[src/rtl/fmul_add_norm.sv]
// Final stage of a single-precision multiplier: resolves the carry-save product,
// then normalizes and rounds it to IEEE-754 through a two-entry valid/ready pipeline.
module fmul_add_norm (
  input  logic        clk,
  input  logic        clrn,
  input  logic        in_valid,
  output logic        in_ready,
  input  logic        sign,
  input  logic [9:0]  exp10,
  input  logic        inf_nan,
  input  logic [22:0] inf_nan_frac,
  input  logic [38:0] z_sum,
  input  logic [39:0] z_carry,
  input  logic [7:0]  z8,
  input  logic [1:0]  rm,
  output logic        out_valid,
  input  logic        out_ready,
  output logic [31:0] s
);

  typedef enum logic [1:0] {
    RM_RNE = 2'b00,
    RM_RZ  = 2'b01,
    RM_UP  = 2'b10,
    RM_DN  = 2'b11
  } rm_e;

  // stage 1 (add) registers
  logic        s1_valid;
  logic        s1_sign;
  logic [9:0]  s1_exp;
  logic        s1_inf_nan;
  logic [22:0] s1_frac;
  rm_e         s1_rm;
  logic [47:0] s1_z;

  // stage 2 (normalize/round) registers
  logic        s2_valid;

  logic        s2_adv;
  logic        s1_adv;
  logic [39:0] z_hi;

  assign z_hi      = {1'b0, z_sum} + z_carry;
  assign out_valid = s2_valid;
  assign s2_adv    = ~s2_valid | out_ready;
  assign s1_adv    = s2_adv | ~s1_valid;
  assign in_ready  = s1_adv;

  // leading-zero count of s1_z[46:0]; 47 when all clear
  logic [5:0] lz;

  always_comb begin
    lz = 6'd47;
    for (int unsigned i = 0; i < 47; i++) begin
      if (s1_z[i]) lz = 6'(46 - i);
    end
  end

  logic signed [11:0] e_in;
  logic signed [11:0] lz_s;
  logic signed [11:0] cap;
  logic signed [11:0] sh;
  logic signed [11:0] e1;
  logic signed [11:0] rsh;
  logic signed [11:0] e_w;
  logic signed [11:0] exp_f;
  logic [5:0]         rsh_c;
  logic [47:0]        m;
  logic [47:0]        m_n;
  logic               lost;
  logic               guard;
  logic               sticky;
  logic               lsb;
  logic               inc;
  logic [23:0]        mant;
  logic [24:0]        mant25;
  logic [22:0]        frac;
  logic               ovf_inf;
  logic [31:0]        res;

  always_comb begin
    e_in    = {{2{s1_exp[9]}}, s1_exp};
    lz_s    = {6'b0, lz};
    cap     = '0;
    sh      = '0;
    m       = s1_z;
    e1      = e_in;
    rsh     = '0;
    rsh_c   = '0;
    lost    = 1'b0;
    inc     = 1'b0;
    frac    = '0;
    exp_f   = '0;
    ovf_inf = 1'b0;
    res     = '0;

    // Both branches leave the hidden bit at m[47]: a product >= 2.0 is taken as is
    // with exp+1, otherwise shift so the leading one lands on bit 47.
    if (s1_z[47]) begin
      m  = s1_z;
      e1 = e_in + 12'sd1;
    end else begin
      if (e_in > 12'sd1) begin
        cap = e_in - 12'sd1;
        sh  = (lz_s < cap) ? lz_s : cap;
      end
      m  = s1_z << (sh + 12'sd1);
      e1 = e_in - sh;
    end

    // Denormal: slide right until exponent reaches 1; the hidden bit then
    // decides between biased field 1 and 0 further down.
    m_n = m;
    e_w = e1;
    if (e1 < 12'sd1) begin
      rsh   = 12'sd1 - e1;
      rsh_c = (rsh > 12'sd48) ? 6'd48 : rsh[5:0];
      m_n   = m >> rsh_c;
      lost  = |(m & ~({48{1'b1}} << rsh_c));
      e_w   = 12'sd1;
    end

    mant   = m_n[47:24];
    guard  = m_n[23];
    sticky = (|m_n[22:0]) | lost;
    lsb    = mant[0];

    case (s1_rm)
      RM_RNE:  inc = guard & (sticky | lsb);
      RM_RZ:   inc = 1'b0;
      RM_UP:   inc = (guard | sticky) & ~s1_sign;
      RM_DN:   inc = (guard | sticky) & s1_sign;
      default: inc = 1'b0;
    endcase

    mant25 = {1'b0, mant} + {24'b0, inc};

    if (mant25[24]) begin
      exp_f = e_w + 12'sd1;
      frac  = '0;
    end else begin
      exp_f = mant25[23] ? e_w : '0;
      frac  = mant25[22:0];
    end

    ovf_inf = (s1_rm == RM_RNE) | ((s1_rm == RM_UP) & ~s1_sign) |
              ((s1_rm == RM_DN) & s1_sign);

    if (s1_inf_nan)
      res = {s1_sign, 8'hFF, s1_frac};
    else if (s1_z == '0)
      res = {s1_sign, 31'h0};
    else if (mant25 == '0)
      res = {s1_sign, 31'h0};
    else if (exp_f >= 12'sd255)
      res = ovf_inf ? {s1_sign, 8'hFF, 23'h0} : {s1_sign, 31'h7F7FFFFF};
    else
      res = {s1_sign, exp_f[7:0], frac};
  end

  always_ff @(posedge clk or negedge clrn) begin
    if (!clrn) begin
      s1_valid   <= 1'b0;
      s1_sign    <= 1'b0;
      s1_exp     <= '0;
      s1_inf_nan <= 1'b0;
      s1_frac    <= '0;
      s1_rm      <= RM_RNE;
      s1_z       <= '0;
      s2_valid   <= 1'b0;
      s          <= '0;
    end else begin
      if (s1_adv) begin
        s1_valid <= in_valid;
        if (in_valid) begin
          s1_sign    <= sign;
          s1_exp     <= exp10;
          s1_inf_nan <= inf_nan;
          s1_frac    <= inf_nan_frac;
          s1_rm      <= rm_e'(rm);
          s1_z       <= {z_hi, z8};
        end
      end
      if (s2_adv) begin
        s2_valid <= s1_valid;
        if (s1_valid) s <= res;
      end
    end
  end

endmodule

[config.mk]
export PLATFORM = sky130hd
export DESIGN_NAME = fmul_add_norm
export DESIGN_NICKNAME = d
export VERILOG_FILES = /design/src/rtl/fmul_add_norm.sv
export SDC_FILE = /design/constraint.sdc
export NUM_CORES = 1
export LEC_CHECK = 0
export ABC_AREA = 1
export CAP_MARGIN = 0
export CORE_ASPECT_RATIO = 1.25
export CORE_UTILIZATION = 45
export CTS_CLUSTER_DIAMETER = 40
export DETAILED_ROUTE_END_ITERATION = 10
export GPL_ROUTABILITY_DRIVEN = 0
export PLACE_DENSITY = 0.65
export SKIP_CTS_REPAIR_TIMING = 1
export SLEW_MARGIN = 15
export SYNTH_ARGS = -nofsm -noshare
export SYNTH_HDL_FRONTEND = slang
export SYNTH_SLANG_ARGS = --single-unit
export TNS_END_PERCENT = 1
[constraint.sdc]
create_clock -name clk -period 14.64 [get_ports clk]
set_input_delay 1.464 -clock clk [delete_from_list [all_inputs] [get_ports clk]]
set_output_delay 1.464 -clock clk [all_outputs]
set_load 0.01 [all_outputs]
==> results.md <==
- ANT nets after route: 0
- Buffers on Ports: about 160
- Slew Viols, Final: 0
- Initial DRC count: just over 3,000
- Top-area cell type share of the netlist area: 0.189
- Synthesized instance count: around 2,900
- HPWL Detailed: 50,500 um
- Detailed Routing Iterations Pass 1: 10
- Worst Path Required: 15.02 ns
- VDD IR-drop max: 0.125 mV
- Measured slew at the worst slew-check pin: ~1.2 ns
- Most frequent cell after synthesis: nand2_1
- Delay-heaviest family, CP: simple AND/OR/NAND/NOR gates
- Global-route wire length before repair: 103,000 um
- Yosys reg bits: ~120
- Final cycle utilization of the critical path: 0.905
- # clock sinks: 119
- Failing checks: DRC
- Via Count: 21,100
- Drt total wl: 65,300 um
- Setup Total Neg Slack: 0 ns
- Die area: ~0.038 mm^2
- CTS tree: done
- FFs w/ async S/R, synth: 1.00
- WL per Instance: between 15 and 20 um
- Critical Path Most Common Cell: nand2_1
- Clock transition at the registers of the reported paths: roughly 0.070 ns
- Peak Freq: approximately 75 MHz
- Clk Latency, worst-skew pair: approximately 0.45 ns
- Post-Syn Nets: ~3,100
- Status: finished, violations left
- Area after DPL: approximately 0.018 mm^2
- Crit-path max FO: 55
- Mapped Area: 0.0165 mm^2
- Layout cell share with drive strength beyond 1: 0.0449
- Top_reg_cell synth: dfrtp_1
- Grt ovf: 0
- Fin area: 0.0190 mm^2
- Seq/Total Area, Yosys: 0.180
- Leak Pwr: slightly above 9 nW
- Total GRT Usage: 0.344
- # nets final: about 3,200
- Final setup viols: 0
- Post-synth EDFFs: 0
- Unrepaired setup endpoints after global routing: false
- Relative slew slack: 0.223
- Root buffer cell: clkbuf_16
- CP Buf/Inv Count: 8
- Clk buf depth: 2
- Syn avg cell area: between 5 and 6 um^2
- Synth top area cells: nand2_1, dfrtp_1, nand3_1, inv_1, o21ai_0
- Initial Util: 0.457
- CP Class: flop to flop
- Max_cap viols: 0
- Final Hold Viols: 0
- Pwr/cell area: ~240 mW/mm^2
- Core area: between 0.03 and 0.04 mm^2
- Num CTS Buffers: 17
- Crit start category: flop
- Most frequent cells after synthesis: nand2_1, nand3_1, inv_1
- Width of the die: between 150 and 200 um
- CP arrival: roughly 14 ns
- Die height: 216 um
- Clock skew: ~0.015 ns
- H-tree levels: 4
- Max stage delay on crit path: a little under 0.8 ns
- Initial antenna violation count: 0
- Leading area contributor after synthesis: nand2_1
- Area Overhead vs Synth: 14.7%
- CP max stage cell: o21ai_0
- Worst Setup End Kind: flop
- DR DRC count: 1
- Vias in the first global route: around 20,000
- Synth warnings: 0
- Drt via density: 6.09
- Min Tclk post-route: between 10 and 15 ns
- Worst min path class: flop to flop
- Ant. Diodes: 0
- FP Rows: 78
- Largest net degree at the start of global routing: 86
- Io pins: 162
- Count of different cell masters after synthesis: slightly above 60
[metrics by stage]
stage | setup WS (ns) | std cells | power, mW | utilization | hold WS (ns)
floorplan | 3.88 | 2913 | 2.98 | - | 0.449
global placement | 1.97 | 3431 | 4.02 | 0.507 | 0.469
detailed placement | 1.58 | 3431 | 4.04 | 0.507 | 0.470
CTS | 1.51 | 3463 | 4.47 | 0.523 | 0.487
global route | 0.136 | 3463 | 4.97 | 0.524 | 0.505
finish | 1.39 | 3463 | 4.62 | 0.524 | 0.484
[where the power goes]
part           switching [mW]  internal (mW)  total, mW
Clock                   0.189          0.226      0.415
Sequential              0.116          0.417      0.533
Combinational            2.57           1.10       3.68
Total                    2.88           1.75       4.62
[logic make-up after synthesis]
family          synth area share
simple gates               0.483
xor+xnor                  0.0328
buf+inv                    0.100
fa+ha+maj                 0.0516
compound gates             0.148
other cells             0.000227
flops                      0.180
mux                      0.00424
[routing by layer]
| metal | track usage | wire length [um] | up-vias |
|---|---|---|---|
| li1 | - | - | 9978 |
| met1 | 0.396 | 24200 | 9565 |
| met2 | 0.588 | 30900 | 1232 |
| met3 | 0.0598 | 5520 | 311 |
| met4 | 0.220 | 4690 | 0 |
| met5 | 0 | 0 | - |
[area by class of cell]
class / instances / area [um^2]
fill: 3809 / 17200
multi-input combinational: 2375 / 12000
sequential: 119 / 2980
timing repair buffer: 190 / 1830
inverter: 267 / 1000
tap: 480 / 601
clock buffer: 17 / 425
clock inverter: 15 / 153
[layout by cell type, fill, tap and decap left out, types with 21 or more instances in the layout]
cell,Yosys,routed
nand3_1,567,567
xnor2_1,21,21
ha_1,65,65
a21oi_1,154,154
xor2_1,39,38
nor2_1,203,200
clkdlybuf4s50_1,0,160
o21ai_0,173,173
buf_4,8,29
nor3_1,31,31
nand4_1,98,98
inv_2,20,22
inv_1,241,241
nand2_1,831,829
dfrtp_1,119,119
[state kept, by name (all words and copies together), names as in the netlist]
signal      count
s1_inf_nan      1
s1_sign         1
s              32
s1_z           48
out_valid       1
s1_exp         10
s1_valid        1
s1_rm           2
s1_frac        23
[final timing paths]
path                                         from                 endpoint  slack [ns]  cells after the start
max                           s1_z[0]$_DFFE_PN0P_        s[23]$_DFFE_PN0P_        1.39                    101
min in group asynchronous                    clrn      s1_z[0]$_DFFE_PN0P_        1.12                      1
min                        s1_frac[2]$_DFFE_PN0P_   s1_frac[2]$_DFFE_PN0P_        0.48                      2
min reg2reg                s1_frac[2]$_DFFE_PN0P_   s1_frac[2]$_DFFE_PN0P_        0.48                      2
max in group asynchronous                    clrn  s1_frac[20]$_DFFE_PN0P_       12.22                      2
max reg2reg                   s1_z[0]$_DFFE_PN0P_        s[23]$_DFFE_PN0P_        1.39                    101
[worst reg2reg max path, delay by kind of cell, from the launching register on]
kind                       cells  cell delay [ns]
buffers and inverters          8             1.06
adders and majority gates      6             1.54
AOI/OAI and AO/OA             12             2.49
DFF                            1             0.47
xor gates and xnor gates       2             0.22
and+or+nand+nor               73             7.40
No activity file was read; power rests on OpenSTA's default activity.
